File: src/rtl/seg7_scan_driver_pkg.sv
// Shared 7-segment definitions: segment bit positions, digit codes, width helper.
package seg7_scan_driver_pkg;

  localparam int SEG_A = 0;
  localparam int SEG_B = 1;
  localparam int SEG_C = 2;
  localparam int SEG_D = 3;
  localparam int SEG_E = 4;
  localparam int SEG_F = 5;
  localparam int SEG_G = 6;

  typedef logic [6:0] seg_code_t;

  function automatic seg_code_t seg_lit(input logic a, input logic b, input logic c,
                                        input logic d, input logic e, input logic f,
                                        input logic g);
    seg_code_t r;
    r        = '0;
    r[SEG_A] = a;
    r[SEG_B] = b;
    r[SEG_C] = c;
    r[SEG_D] = d;
    r[SEG_E] = e;
    r[SEG_F] = f;
    r[SEG_G] = g;
    return r;
  endfunction

  localparam seg_code_t SEG_0    = seg_lit(1'b1, 1'b1, 1'b1, 1'b1, 1'b1, 1'b1, 1'b0);
  localparam seg_code_t SEG_1    = seg_lit(1'b0, 1'b1, 1'b1, 1'b0, 1'b0, 1'b0, 1'b0);
  localparam seg_code_t SEG_2    = seg_lit(1'b1, 1'b1, 1'b0, 1'b1, 1'b1, 1'b0, 1'b1);
  localparam seg_code_t SEG_3    = seg_lit(1'b1, 1'b1, 1'b1, 1'b1, 1'b0, 1'b0, 1'b1);
  localparam seg_code_t SEG_4    = seg_lit(1'b0, 1'b1, 1'b1, 1'b0, 1'b0, 1'b1, 1'b1);
  localparam seg_code_t SEG_5    = seg_lit(1'b1, 1'b0, 1'b1, 1'b1, 1'b0, 1'b1, 1'b1);
  localparam seg_code_t SEG_6    = seg_lit(1'b1, 1'b0, 1'b1, 1'b1, 1'b1, 1'b1, 1'b1);
  localparam seg_code_t SEG_7    = seg_lit(1'b1, 1'b1, 1'b1, 1'b0, 1'b0, 1'b0, 1'b0);
  localparam seg_code_t SEG_8    = seg_lit(1'b1, 1'b1, 1'b1, 1'b1, 1'b1, 1'b1, 1'b1);
  localparam seg_code_t SEG_9    = seg_lit(1'b1, 1'b1, 1'b1, 1'b1, 1'b0, 1'b1, 1'b1);
  localparam seg_code_t SEG_DASH = seg_lit(1'b0, 1'b0, 1'b0, 1'b0, 1'b0, 1'b0, 1'b1);
  localparam seg_code_t SEG_OFF  = '0;

  function automatic int idx_width(input int n);
    return (n > 1) ? $clog2(n) : 1;
  endfunction

endpackage

File: src/rtl/bcd_to_seg7.sv
// Combinational BCD to active-high 7-segment code; codes 10..15 show a dash.
module bcd_to_seg7
  import seg7_scan_driver_pkg::*;
(
  input  logic [3:0] bcd,
  output seg_code_t  seg
);

  always_comb begin
    seg = SEG_DASH;
    case (bcd)
      4'd0:    seg = SEG_0;
      4'd1:    seg = SEG_1;
      4'd2:    seg = SEG_2;
      4'd3:    seg = SEG_3;
      4'd4:    seg = SEG_4;
      4'd5:    seg = SEG_5;
      4'd6:    seg = SEG_6;
      4'd7:    seg = SEG_7;
      4'd8:    seg = SEG_8;
      4'd9:    seg = SEG_9;
      default: seg = SEG_DASH;
    endcase
  end

endmodule

File: src/rtl/seg7_scan_driver.sv
// Multiplexed N-digit 7-segment scanner with shadow register, blink and polarity.
// Optional leading-zero suppression when LEADING_ZERO_BLANK_EN is defined.
module seg7_scan_driver
  import seg7_scan_driver_pkg::*;
#(
  parameter int NUM_DIGITS   = 4,
  parameter int SCAN_DIV     = 1000,
  parameter int BLINK_FRAMES = 64,
  parameter int ACTIVE_LOW   = 0
) (
  input  logic                              clk,
  input  logic                              reset,
  input  logic                              en,
  input  logic                              load,
  input  logic [4*NUM_DIGITS-1:0]           digits_in,
  input  logic [NUM_DIGITS-1:0]             blink_mask,
  output logic [6:0]                        seg,
  output logic [NUM_DIGITS-1:0]             an,
  output logic [idx_width(NUM_DIGITS)-1:0]  digit_idx
);

  localparam int IW = idx_width(NUM_DIGITS);
  localparam int PW = idx_width(SCAN_DIV);
  localparam int FW = idx_width(BLINK_FRAMES);
  localparam logic [6:0]            SEG_INACT = {7{ACTIVE_LOW != 0}};
  localparam logic [NUM_DIGITS-1:0] AN_INACT  = {NUM_DIGITS{ACTIVE_LOW != 0}};

  logic [4*NUM_DIGITS-1:0] shadow;
  logic [PW-1:0]           presc;
  logic [FW-1:0]           frame_cnt;
  logic                    blink_phase;
  logic [3:0]              cur_bcd;
  logic                    cur_blink;
  logic                    zero_blank;
  seg_code_t               cur_code;
  logic                    blanked;
  logic [6:0]              seg_next;
  logic [NUM_DIGITS-1:0]   an_next;
  logic                    presc_tc;
  logic                    idx_last;
  logic                    frame_last;

  assign presc_tc   = (presc == PW'(SCAN_DIV - 1));
  assign idx_last   = (digit_idx == IW'(NUM_DIGITS - 1));
  assign frame_last = (frame_cnt == FW'(BLINK_FRAMES - 1));

  always_comb begin
    cur_bcd   = '0;
    cur_blink = 1'b0;
    for (int k = 0; k < NUM_DIGITS; k++) begin
      if (digit_idx == IW'(k)) begin
        cur_bcd   = shadow[4*k +: 4];
        cur_blink = blink_mask[k];
      end
    end
  end

`ifdef LEADING_ZERO_BLANK_EN
  logic [NUM_DIGITS-1:0] lz;

  // Walk down from the most significant digit; digit 0 is never suppressed.
  always_comb begin : lz_scan
    logic still_zero;
    lz         = '0;
    still_zero = 1'b1;
    for (int k = NUM_DIGITS - 1; k >= 1; k--) begin
      still_zero = still_zero && (shadow[4*k +: 4] == 4'd0);
      lz[k]      = still_zero;
    end
  end

  always_comb begin
    zero_blank = 1'b0;
    for (int k = 0; k < NUM_DIGITS; k++) begin
      if (digit_idx == IW'(k)) zero_blank = lz[k];
    end
  end
`else
  assign zero_blank = 1'b0;
`endif

  bcd_to_seg7 u_dec (
    .bcd (cur_bcd),
    .seg (cur_code)
  );

  assign blanked  = (blink_phase && cur_blink) || zero_blank;
  assign seg_next = (blanked ? SEG_OFF : cur_code) ^ SEG_INACT;
  assign an_next  = (NUM_DIGITS'(1) << digit_idx) ^ AN_INACT;

  always_ff @(posedge clk) begin
    if (reset) begin
      shadow      <= '0;
      presc       <= '0;
      digit_idx   <= '0;
      frame_cnt   <= '0;
      blink_phase <= 1'b0;
      seg         <= SEG_INACT;
      an          <= AN_INACT;
    end else begin
      if (load) shadow <= digits_in;
      if (en) begin
        seg <= seg_next;
        an  <= an_next;
        if (presc_tc) begin
          presc <= '0;
          if (idx_last) begin
            digit_idx <= '0;
            if (frame_last) begin
              frame_cnt   <= '0;
              blink_phase <= ~blink_phase;
            end else begin
              frame_cnt <= frame_cnt + FW'(1);
            end
          end else begin
            digit_idx <= digit_idx + IW'(1);
          end
        end else begin
          presc <= presc + PW'(1);
        end
      end else begin
        seg <= SEG_INACT;
        an  <= AN_INACT;
      end
    end
  end

endmodule
File: config.mk
export PLATFORM = sky130hd
export DESIGN_NAME = seg7_scan_driver
export DESIGN_NICKNAME = d
export VERILOG_FILES = /design/src/rtl/seg7_scan_driver_pkg.sv /design/src/rtl/bcd_to_seg7.sv /design/src/rtl/seg7_scan_driver.sv
export SDC_FILE = /design/constraint.sdc
export NUM_CORES = 1
export LEC_CHECK = 0
export CAP_MARGIN = 20
export CORE_MARGIN = 2
export CORE_UTILIZATION = 52
export DETAILED_ROUTE_END_ITERATION = 7
export PLACE_DENSITY = 0.82
export SYNTH_ARGS = -nofsm -noshare
export SYNTH_HDL_FRONTEND = slang
export SYNTH_SLANG_ARGS = --single-unit
File: constraint.sdc
create_clock -name clk -period 2.5 [get_ports clk]
set_input_delay 0.75 -clock clk [delete_from_list [all_inputs] [get_ports clk]]
set_output_delay 0.75 -clock clk [all_outputs]
set_load 0.05 [all_outputs]
==> impl_metrics.env <==
export IMPL_postCtsSetupBuffers=0
export IMPL_die_w_um=68.3
export IMPL_num_nets_final=302
export IMPL_cp_max_fo=17
export IMPL_peakVddDrop_v=0.000310
export IMPL_hold_start="frame_cnt[5]"
export IMPL_cts_sinks=46
export IMPL_synth_ff_type="dfxtp_1"
export IMPL_final_setup_viol_count=0
export IMPL_vias_per_cell=5.34
export IMPL_totalWireLength_mm=4.24
export IMPL_rsz0062_at_grt="no"
export IMPL_crit_path_start_kind="flop"
export IMPL_cts_root_buf="clkbuf_8"
export IMPL_clkSlewWorstSetupHoldPaths_ns=0.08
export IMPL_avgSynthCellArea_sq_um=9.47
export IMPL_clock_path_buffers=2
export IMPL_finalClockSkew_ns=0.00728
export IMPL_min_path_cells=1
export IMPL_r2r_start="digit_idx[0]"
export IMPL_initial_core_util=0.537
export IMPL_dr_first_iter_drc_count=79
export IMPL_cap_violations=0
export IMPL_overflow=0
export IMPL_p_leak_uw=0.00106
export IMPL_mostFrequentLayoutCell="dfxtp_1"
export IMPL_place_gp_congestion=0.894
export IMPL_syn2layout_area_growth_pct=24.6
export IMPL_min_to="frame_cnt[5]"
export IMPL_cts_hold_fix_buffers=0
export IMPL_reg2reg_to="seg[4]"
export IMPL_grt_use_total=0.213
export IMPL_rows=23
export IMPL_core_sq_um=4000
export IMPL_critPathKind="reg -> reg"
export IMPL_die_area_sq_um=4660
export IMPL_first_pass_iters=4
export IMPL_required_ns=2.73
export IMPL_ys_warn_count=0
export IMPL_placed_area_sq_um=2580
export IMPL_diodes=0
export IMPL_cts_buffers=5
export IMPL_final_cell_mix="dfxtp_1 (44), clkdlybuf4s50_1 (36), nor2_1 (34)"
export IMPL_post_route_min_period_ns=2.29
export IMPL_insertion_delay_ns=0.30
export IMPL_critPathArrivalTime_ns=2.53
export IMPL_ys_seq_area_frac=0.428
export IMPL_synth_edff_count=0
export IMPL_cp_end_kind="flop"
export IMPL_place_hpwl_mm=3.02
export IMPL_finalHoldViolCount=0
export IMPL_ys_ff_latch=46
export IMPL_antenna_found_initial=0
export IMPL_wl_per_cell_um=13.2
export IMPL_async_reset_ff_frac=0
export IMPL_outcome="complete, no violations"
export IMPL_syn_num_nets=260
export IMPL_max_freq_ghz=0.436
export IMPL_worstHoldPathType="reg -> reg"
export IMPL_cts_tree="done"
export IMPL_ff2ff_path_depth=7
export IMPL_io_buffer_count=36
export IMPL_r2r_setup_slack_ns=0.21
export IMPL_worst_pin_slew_ns=0.604
export IMPL_dieHeight_um=68.3
export IMPL_ant_nets=0
export IMPL_syn_inst=227
export IMPL_post_cts_resized=0
export IMPL_setup_tns_ns=0
export IMPL_grt_pass1_wl_mm=7.46
export IMPL_drive_gt1_frac=0.111
export IMPL_fin_crit_sh=0.917
export IMPL_htreeDepth=2
export IMPL_p_per_area_nw_per_um2=531
export IMPL_drc=0
export IMPL_netlist_area_sq_um=2150
export IMPL_io_pin_count=37
export IMPL_grt_max_degree=31
export IMPL_slew_viol_final=0
export IMPL_finish_instance_area_sq_um=2680
export IMPL_max_slew_margin=0.597
export IMPL_grt_pass1_vias=1716
export IMPL_vias=1710
export IMPL_ys_types=40
-- sequential cells by signal, indices dropped and copies added (netlist names) --
register,count
presc,10
digit_idx,2
seg,7
frame_cnt,6
an,4
shadow,16
blink_phase,1
-- Yosys cell counts (all sizes together), types with 3 or more instances --
master / instances / area share
a221o: 3 / 0.015
xor2: 3 / 0.012
ha: 9 / 0.052
mux2i: 19 / 0.088
clkbuf: 4 / 0.0070
nor4: 4 / 0.015
nand3b: 5 / 0.017
a211oi: 5 / 0.017
nor3b: 4 / 0.014
dfxtp: 46 / 0.43
nor3: 10 / 0.023
inv: 9 / 0.016
nor2: 34 / 0.059
mux2: 3 / 0.016
and3: 3 / 0.0087
nand3: 5 / 0.012
a21oi: 8 / 0.020
xnor2: 9 / 0.037
nor2b: 4 / 0.012
nand2: 7 / 0.012
or3: 4 / 0.012
buf: 9 / 0.031
nand4: 3 / 0.0087
-- worst max-delay path by stage --
| stage | end | start | slack (ns) |
|---|---|---|---|
| after floorplan | seg[3] | digit_idx[0] | 0.20 |
| after global placement | blink_phase | en | 0.11 |
| after detailed placement | blink_phase | en | 0.06 |
| after CTS | seg[3] | digit_idx[0] | 0.18 |
| after global routing | seg[3] | digit_idx[0] | 0.05 |
| final | seg[4] | digit_idx[0] | 0.21 |
-- through the flow --
step	cells	util	hold slack, ns	power, uW	setup slack, ns
final	320	0.670	0.484	1420	0.208
after global routing	320	0.670	0.524	1490	0.0523
after CTS	320	0.668	0.480	1440	0.183
after detailed placement	312	0.646	0.456	973	0.0579
after global placement	312	0.646	0.468	968	0.113
after floorplan	227	-	0.440	900	0.205
-- power by group --
| group | total [uW] | switching, uW | internal [uW] |
|---|---|---|---|
| Sequential | 773 | 13.4 | 759 |
| Combinational | 185 | 95.3 | 89.7 |
| Clock | 464 | 241 | 223 |
| Total | 1420 | 350 | 1070 |
-- per-layer routing --
layer	routed length, um	vias up	track usage	share of wire
li1	-	878	-	-
met1	2060	792	0.259	0.49
met2	1960	34	0.373	0.46
met3	177	6	0.0543	0.042
met4	46	0	0.0550	0.011
met5	0	-	0	0
-- cell families (layout without fill, tap and decap cells) --
family | count (synthesis) | after routing | share of synthesized area
AOI/OAI and AO/OA | 28 | 28 | 0.0984
xor gates and xnor gates | 12 | 12 | 0.0489
adders and majority gates | 9 | 9 | 0.0524
buffers and inverters | 22 | 65 | 0.0541
DFF | 46 | 46 | 0.428
muxes | 22 | 22 | 0.104
and+or+nand+nor | 88 | 88 | 0.214
-- critical path, stage by stage, from the launching register on --
cell and delay [ns]:
dfxtp_2 0.41, ha_1 0.56, a211oi_1 0.10, a211o_1 0.35, inv_1 0.16, ha_1 0.16, or3b_1 0.36, a21oi_2 0.13
-- cell type report --
class / instances / area (sq um)
tap: 50 / 62.6
clock inverter: 1 / 5.00
fill: 333 / 1320
inverter: 9 / 33.8
timing repair buffer: 48 / 450
multi-input combinational: 159 / 1120
sequential: 46 / 923
clock buffer: 7 / 86.3
Note: power is estimated with default switching activity, not from simulation.
